--- src/rtl/design_mux_sequencer.sv ---
// Pad-bus multiplexer over NUM_DES design slots with a blank / reset / run slot switch.
// Optional MUX_OUT_REG_EN registers io_out, which adds one cycle of output latency.
module design_mux_sequencer #(
    parameter int NUM_DES           = 64,
    parameter int IO_W              = 12,
    parameter int SEL_W             = 6,
    parameter int SYNC_STAGES       = 2,
    parameter int SWITCH_RST_CYCLES = 4
) (
    input  logic                    clock,
    input  logic                    reset,
    input  logic [IO_W-1:0]         io_in,
    output logic [IO_W-1:0]         io_out,
    input  logic [SEL_W-1:0]        des_sel,
    input  logic                    hold_if_not_sel,
    input  logic                    sync_inputs,
    output logic [NUM_DES*IO_W-1:0] des_io_in,
    input  logic [NUM_DES*IO_W-1:0] des_io_out,
    output logic [NUM_DES-1:0]      des_reset,
    output logic [SEL_W-1:0]        active_sel,
    output logic                    switching
);
    localparam int CNT_W = $clog2(SWITCH_RST_CYCLES + 1);
    localparam logic [CNT_W-1:0] CNT_LAST = CNT_W'(SWITCH_RST_CYCLES - 1);

    typedef enum logic [1:0] {SLOT_RST, RUN, BLANK} state_t;

    state_t            state_q, state_d;
    logic [CNT_W-1:0]  cnt_q, cnt_d;
    logic [SEL_W-1:0]  active_q, active_d;

    logic [SEL_W-1:0]  sel_meta_q, sel_s_q;
    logic              hold_meta_q, hold_s_q;
    logic [IO_W-1:0]   in_pipe_q [SYNC_STAGES];
    logic [IO_W-1:0]   in_s;
    logic [IO_W-1:0]   mux_out;
    logic [IO_W-1:0]   run_val;

    // Synchronisers: select and hold always, pad inputs when sync_inputs is set
    always_ff @(posedge clock or negedge reset) begin
        if (!reset) begin
            sel_meta_q  <= '0;
            sel_s_q     <= '0;
            hold_meta_q <= 1'b0;
            hold_s_q    <= 1'b0;
            for (int k = 0; k < SYNC_STAGES; k++) in_pipe_q[k] <= '0;
        end else begin
            sel_meta_q   <= des_sel;
            sel_s_q      <= sel_meta_q;
            hold_meta_q  <= hold_if_not_sel;
            hold_s_q     <= hold_meta_q;
            in_pipe_q[0] <= io_in;
            for (int k = 1; k < SYNC_STAGES; k++) in_pipe_q[k] <= in_pipe_q[k-1];
        end
    end

    assign in_s = sync_inputs ? in_pipe_q[SYNC_STAGES-1] : io_in;

    always_ff @(posedge clock or negedge reset) begin
        if (!reset) begin
            state_q  <= SLOT_RST;
            cnt_q    <= '0;
            active_q <= '0;
        end else begin
            state_q  <= state_d;
            cnt_q    <= cnt_d;
            active_q <= active_d;
        end
    end

    always_comb begin
        state_d  = state_q;
        cnt_d    = cnt_q;
        active_d = active_q;
        case (state_q)
            SLOT_RST: begin
                // A new request during the reset window restarts the window on the new slot
                if (sel_s_q != active_q) begin
                    active_d = sel_s_q;
                    cnt_d    = '0;
                end else if (cnt_q == CNT_LAST) begin
                    state_d = RUN;
                    cnt_d   = '0;
                end else begin
                    cnt_d = cnt_q + CNT_W'(1);
                end
            end
            RUN: begin
                if (sel_s_q != active_q) state_d = BLANK;
            end
            BLANK: begin
                active_d = sel_s_q;
                cnt_d    = '0;
                state_d  = SLOT_RST;
            end
            default: begin
                state_d = SLOT_RST;
                cnt_d   = '0;
            end
        endcase
    end

    // Slot gating; an unpopulated active_sel matches no slot and so drives nothing
    always_comb begin
        des_io_in = '0;
        des_reset = {NUM_DES{hold_s_q}};
        mux_out   = '0;
        if (!reset) begin
            des_reset = '1;
        end else begin
            for (int i = 0; i < NUM_DES; i++) begin
                if (active_q == SEL_W'(i)) begin
                    des_io_in[i*IO_W +: IO_W] = (state_q == BLANK) ? '0 : in_s;
                    des_reset[i]              = (state_q != RUN);
                    mux_out                   = des_io_out[i*IO_W +: IO_W];
                end
            end
        end
    end

    assign run_val    = (state_q == RUN) ? mux_out : '0;
    assign active_sel = active_q;

`ifdef MUX_OUT_REG_EN
    logic [IO_W-1:0] out_q;
    logic            run_seen_q;

    always_ff @(posedge clock or negedge reset) begin
        if (!reset) begin
            out_q      <= '0;
            run_seen_q <= 1'b0;
        end else begin
            out_q      <= run_val;
            run_seen_q <= (state_q == RUN);
        end
    end

    assign io_out    = out_q;
    assign switching = !((state_q == RUN) && run_seen_q);
`else
    assign io_out    = run_val;
    assign switching = (state_q != RUN);
`endif

endmodule

--- config.mk ---
export PLATFORM = sky130hd
export DESIGN_NAME = design_mux_sequencer
export DESIGN_NICKNAME = d
export VERILOG_FILES = /design/src/rtl/design_mux_sequencer.sv
export SDC_FILE = /design/constraint.sdc
export NUM_CORES = 1
export LEC_CHECK = 0
export CORE_AREA = 2 2 640 642
export DETAILED_ROUTE_END_ITERATION = 8
export DIE_AREA = 0 0 642 644
export GPL_TIMING_DRIVEN = 1
export SLEW_MARGIN = 15
export SYNTH_ARGS = -nofsm -noshare
export SYNTH_HDL_FRONTEND = slang
export SYNTH_SLANG_ARGS = --single-unit
export TNS_END_PERCENT = 20
--- constraint.sdc ---
create_clock -name clock -period 3.75 [get_ports clock]
set_input_delay 0.5625 -clock clock [delete_from_list [all_inputs] [get_ports clock]]
set_output_delay 0.5625 -clock clock [all_outputs]
set_load 0.01 [all_outputs]
==> results of run 1 <==
==> sequential cells by signal, summed over array words and instances, names as in the netlist <==
name and count:
active_sel 6, sel_meta_q 6, state_q 2, hold_meta_q 1, in_pipe_q 24, sel_s_q 6
hold_s_q 1, cnt_q 3
==> cells by family after synthesis <==
group	after synthesis	share of synthesized area, %
AND/OR/NAND/NOR	1277	43.8
flip-flops	49	9.77
AO/OA/AOI/OAI	562	33.0
buffers and inverters	272	9.30
multiplexers	38	3.57
XOR/XNOR	6	0.419
adder cells (fa/ha/maj)	1	0.0997
==> power by group through the flow <==
stage	registers, mW	logic [mW]	clock network [mW]
2_1_floorplan	0.575	0.625	0
3_3_place_gp	0.597	3.14	0
3_5_place_dp	0.599	3.11	0
4_1_cts	0.585	3.27	0.683
5_1_grt	0.588	3.38	0.692
6_report	0.584	3.30	0.631
==> path summary, 6_finish.rpt <==
path | start | endpoint | slack [ns] | cells after the start
worst max-delay path | active_sel[1] | io_out[11] | -0.62 | 15
worst min-delay path | reset | in_pipe_q[9] | 0.31 | 2
worst max register to register | active_sel[0] | active_sel[2] | 1.52 | 7
worst min register to register | in_pipe_q[22] | in_pipe_q[10] | 0.35 | 0
max in group asynchronous | reset | active_sel[0] | 3.01 | 2
min in group clock | in_pipe_q[22] | in_pipe_q[10] | 0.35 | 0
==> timing repair <==
| item | 4_1_cts | 5_1_grt |
|---|---|---|
| pin swaps | 56 | 30 |
| endpoints found under the setup margin | 290 | 208 |
| gates resized for setup | 226 | 120 |
| buffers inserted | 36 | 5 |
| gates cloned | 0 | 1 |
==> routing by layer <==
metal	global-route usage, %	part of all wire, %	vias up	wire length, um
li1	-	-	12000	-
met3	4.71	8.5	725	28700
met1	17.9	39	14300	131000
met4	6.16	5.2	86	17600
met5	0.0116	0.17	-	563
met2	26.9	48	2319	162000
==> metrics by stage <==
stage | hold slack [ns] | instance area [um^2] | worst slack, ns | setup TNS, ns
3_3_place_gp | 0.332 | 41100 | -1.37 | -10.36
3_5_place_dp | 0.335 | 41100 | -1.22 | -9.11
5_1_grt | 0.308 | 43200 | -0.707 | -6.70
6_report | 0.305 | 43400 | -0.622 | -5.47
4_1_cts | 0.309 | 42600 | -0.740 | -14.70
2_1_floorplan | 0.267 | 12500 | 0.695 | 0
==> synthesized netlist by cell type (11+ instances only) <==
cell	number
o21ai_0	71
o211ai_1	73
nor3_1	25
clkbuf_1	190
nand4_1	37
mux2i_1	11
nor2_1	851
o22ai_1	17
nand3_1	43
a22o_1	30
buf_2	35
nor2_2	12
buf_1	20
a21oi_1	51
and3_1	18
a222oi_1	11
a22oi_1	165
a211oi_1	12
mux2_2	24
nand2_1	201
dfrtp_1	49
a221oi_1	42
==> area by class of cell <==
class | count | area share, %
Timing Repair Buffer | 2281 | 53.7
Antenna cell | 93 | 0.536
Sequential cell | 49 | 2.86
Multi-Input combinational cell | 1884 | 26.7
Inverter | 9 | 0.0778
Tap cell | 5451 | 15.7
Clock inverter | 2 | 0.0865
Clock buffer | 6 | 0.320
==> results.tsv, run 1 <==
metric	value	unit
status	complete, but fails checks	
failed_checks	setup timing	
seq_power_share	12.9	%
tightest_slew	0.932	ns
grt_pass1_wl	402	mm
grt.overflow.total	0	
path_clk_slew	0.10	ns
swShare	46.1	%
vias	29400	
wl_per_cell	34.7	um
max_freq	229	MHz
final_util	10.6	%
place_hpwl	306	mm
slew_violations	0	
rsz0062_at_grt	true	
hold_viol_final	0	
slowest_stage	dfrtp_4	
start_util	3.08	%
final_cell_count_no_fill	9775	
ys_types	79	
critPathCaptureType	output port	
synth_top_area_cell	nor2_1	
viasPerCell	3.01	
fillers	47500	
syn_inst	2205	
p_switching	2.08	mW
slew_headroom	37.4	%
core_region_area	408000	um^2
hold_class	in2async	
powerDensity	104	nW/um^2
cp_max_fo	7	
drv_cap	0	
critical_path.top_delay_family	compound AO/OA/AOI/OAI gates	
drive_above_1_share	23.2	%
synth.top_cell.area_share	25.5	%
htree_levels	2	
irDropWorstVdd	0.000268	V
synth-seq-cells	49	
nNetsFinal	5021	
cpMostUsedCell	buf_4	
critPathMaxStageDelay	0.55	ns
timing.final.crit_share	117	%
cell_internal_pwr	2.43	mW
num_io_pins	1641	
root_buffer	clkbuf_16	
grt_usage	15.6	%
clock_sinks	49	
drtIter0Drc	3384	
ys_seq_area_share	9.77	%
multi_input_area	11600	um^2
insertion_delay	0.35	ns
gp_congestion	1.05	
ant_nets	0	
cp.arrival	3.81	ns
required	3.19	ns
synth_edf_count	0	
power	4.51	mW
clockBufferDepth	2	
crit_buf_inv	7	
setup_viol	12	
cts_buffers	5	
netlist_area	12500	um^2
die_w	642	um
path_cells	clkbuf_4 > or4b_4 > buf_4 > nor2_4 > buf_12 > buf_4 > buf_4 > o311a_4 > a2111oi_2 > a31oi_1 > o221ai_1 > a21oi_2 > buf_6 > o31a_1 > buf_12	
p_comb_share	73.1	%
synth_area_per_cell	5.69	um^2
skew	0.00982	ns
worstSetupPathType	reg2out	
final_common_cell	clkdlybuf4s50_1	
seqCellArea	1240	um^2
worst_slack	-0.622	ns
grt_pass1_vias	28100	
antenna_found_initial	278	
synth_warnings	0	
rows	235	
synthArstFlopShare	100	%
mostFrequentLayoutCells	clkdlybuf4s50_1 (1566), nor2_1 (822), buf_4 (469), a22oi_1 (151), buf_12 (145)	
placedCellCount	9637	
syn2layout_area_growth	246	%
die_area	413000	um^2
pwr-share-clk	14.0	%
p_leak	14.7	nW
wl	339	mm
drc	0	
die_h	644	um
final.min_clock_period	4.37	ns
crit_path_start_kind	register	
first_pass_iters	6	
syn_nets	2996	
portBuffers	1640	
synth_area_leaders	nor2_1 (25%), a22oi_1 (9.9%), dfrtp_1 (9.8%), nand2_1 (6.0%), clkbuf_1 (5.7%)	
grt_max_degree	52	
cts_hold_buf	0	
yosys_most_used_dff	dfrtp_1	
cts_tree	done	
(Power assumes the default switching activity.)
==> run 2, diff against run 1 <==
Settings changed: RECOVER_POWER set to 50.
==> results.tsv, run 2 (same netlist as run 1, synthesis figures left out) <==
metric	value	unit
cts_buffers	5	
place_hpwl	306	mm
final.min_clock_period	4.44	ns
die_area	413000	um^2
multi_input_area	11600	um^2
p_switching	2.08	mW
vias	29600	
irDropWorstVdd	0.000268	V
drv_cap	0	
fillers	47500	
setup_viol	347	
required	3.19	ns
cts_tree	done	
largest_register	in_pipe_q	
timing.final.crit_share	118	%
swShare	46.2	%
critPathCaptureType	output port	
start_util	3.08	%
path_clk_slew	0.10	ns
die_w	642	um
drive_above_1_share	23.1	%
clockBufferDepth	2	
seqCellArea	1240	um^2
failed_checks	setup timing	
htree_levels	2	
clock_sinks	49	
powerDensity	104	nW/um^2
hold_viol_final	0	
grt_usage	15.6	%
wl	339	mm
final_util	10.7	%
tightest_slew	1.18	ns
first_pass_iters	8	
post_dp_cell_area	41100	um^2
grt.overflow.total	0	
p_comb_share	73.0	%
skew	0.00987	ns
cell_internal_pwr	2.42	mW
max_freq	225	MHz
die_h	644	um
viasPerCell	3.02	
status	complete, but fails checks	
insertion_delay	0.35	ns
num_io_pins	1641	
core_region_area	408000	um^2
worst_slack	-0.686	ns
portBuffers	1640	
grt_pass1_vias	28100	
drtIter0Drc	3380	
cp.arrival	3.87	ns
power	4.51	mW
final_common_cell	clkdlybuf4s50_1	
wl_per_cell	34.7	um
worstSetupPathType	reg2out	
rsz0062_at_grt	true	
rows	235	
ant_nets	0	
grt_pass1_wl	402	mm
pwr-share-clk	14.0	%
slew_violations	0	
p_leak	14.7	nW
seq_power_share	13.0	%
nNetsFinal	5021	
gp_congestion	1.05	
crit_path_start_kind	register	
root_buffer	clkbuf_16	
slew_headroom	21.2	%
grt_max_degree	52	
mostFrequentLayoutCells	clkdlybuf4s50_1 (1547), nor2_1 (822), buf_4 (468), a22oi_1 (151), buf_12 (145)	
cp_max_fo	6	
whs	0.351	ns
largest_reg_flops	24	
hold_class	reg2reg	
drc	0	
final_area	43400	um^2
antenna_found_initial	280	
syn2layout_area_growth	246	%
run 2: changes by cell type in the layout (fill, tap and decap cells not counted):
cell / delta
diode_2: +6
dlygate4sd3_1: +19
clkbuf_1: +2
buf_6: -1
buf_4: -1
clkdlybuf4s50_1: -19
run 2: power by group through the flow:
stage	Clock (mW)	Combinational, mW	Sequential, mW
global route	0.692	3.38	0.588
detailed placement	0	3.11	0.599
finish	0.633	3.29	0.584
floorplan	0	0.625	0.575
CTS	0.683	3.27	0.585
global placement	0	3.14	0.597
run 2: worst paths after layout:
kind                                  to  slack (ns)  depth (start not counted)          start
hold / removal             in_pipe_q[10]        0.35                          0  in_pipe_q[22]
max in group asynchronous       hold_s_q        1.64                          2          reset
setup reg to reg           active_sel[2]        1.52                          7  active_sel[0]
hold reg to reg            in_pipe_q[10]        0.35                          0  in_pipe_q[22]
setup / recovery               io_out[7]       -0.69                         14  active_sel[0]
min in group asynchronous   in_pipe_q[9]        0.95                          2          reset
run 2: timing repair:
| action | CTS | global route |
|---|---|---|
| setup endpoints to repair | 290 | 208 |
| setup buffers | 36 | 5 |
| pin swaps | 56 | 30 |
| gates resized for setup | 226 | 120 |
| gates cloned | 0 | 1 |
| endpoints found under the hold margin | 0 | 0 |
| hold buffers | 0 | 0 |
run 2: per-stage QoR:
step	setup WS, ns	cells	setup TNS [ns]
floorplan	0.695	2205	0
global placement	-1.37	9636	-10.36
detailed placement	-1.22	9637	-9.11
CTS	-0.740	9677	-14.70
global route	-0.707	9710	-90.43
finish	-0.686	9781	-30.46
run 2: per-layer routing:
layer  global-route usage [%]  vias to the layer above  part of all wire [%]
li1                         -                    12000                     -
met1                     17.9                    14400                    39
met2                     26.9                     2366                    48
met3                     4.71                      721                   8.5
met4                     6.16                       84                   5.2
met5                   0.0116                        -                  0.16
run 2: final cells by class:
| type | instances | area share, % |
|---|---|---|
| flip-flops and latches | 49 | 2.86 |
| clock buffers | 6 | 0.320 |
| inverters | 9 | 0.0778 |
| repair buffers | 2281 | 53.7 |
| multi-input cells | 1884 | 26.7 |
| clock inverters | 2 | 0.0865 |
| diodes | 99 | 0.571 |
| well taps | 5451 | 15.7 |
run 2: worst max-delay path: stages (launching register included):
cell and delay [ns]:
dfrtp_4 0.53, buf_4 0.15, buf_4 0.13, nand4b_1 0.22
nor2_4 0.09, buf_4 0.18, buf_4 0.17, nand2_1 0.13
nand2_1 0.26, a21oi_4 0.33, nand3_2 0.12, o311ai_4 0.68
a211oi_2 0.16, buf_4 0.19, buf_12 0.13
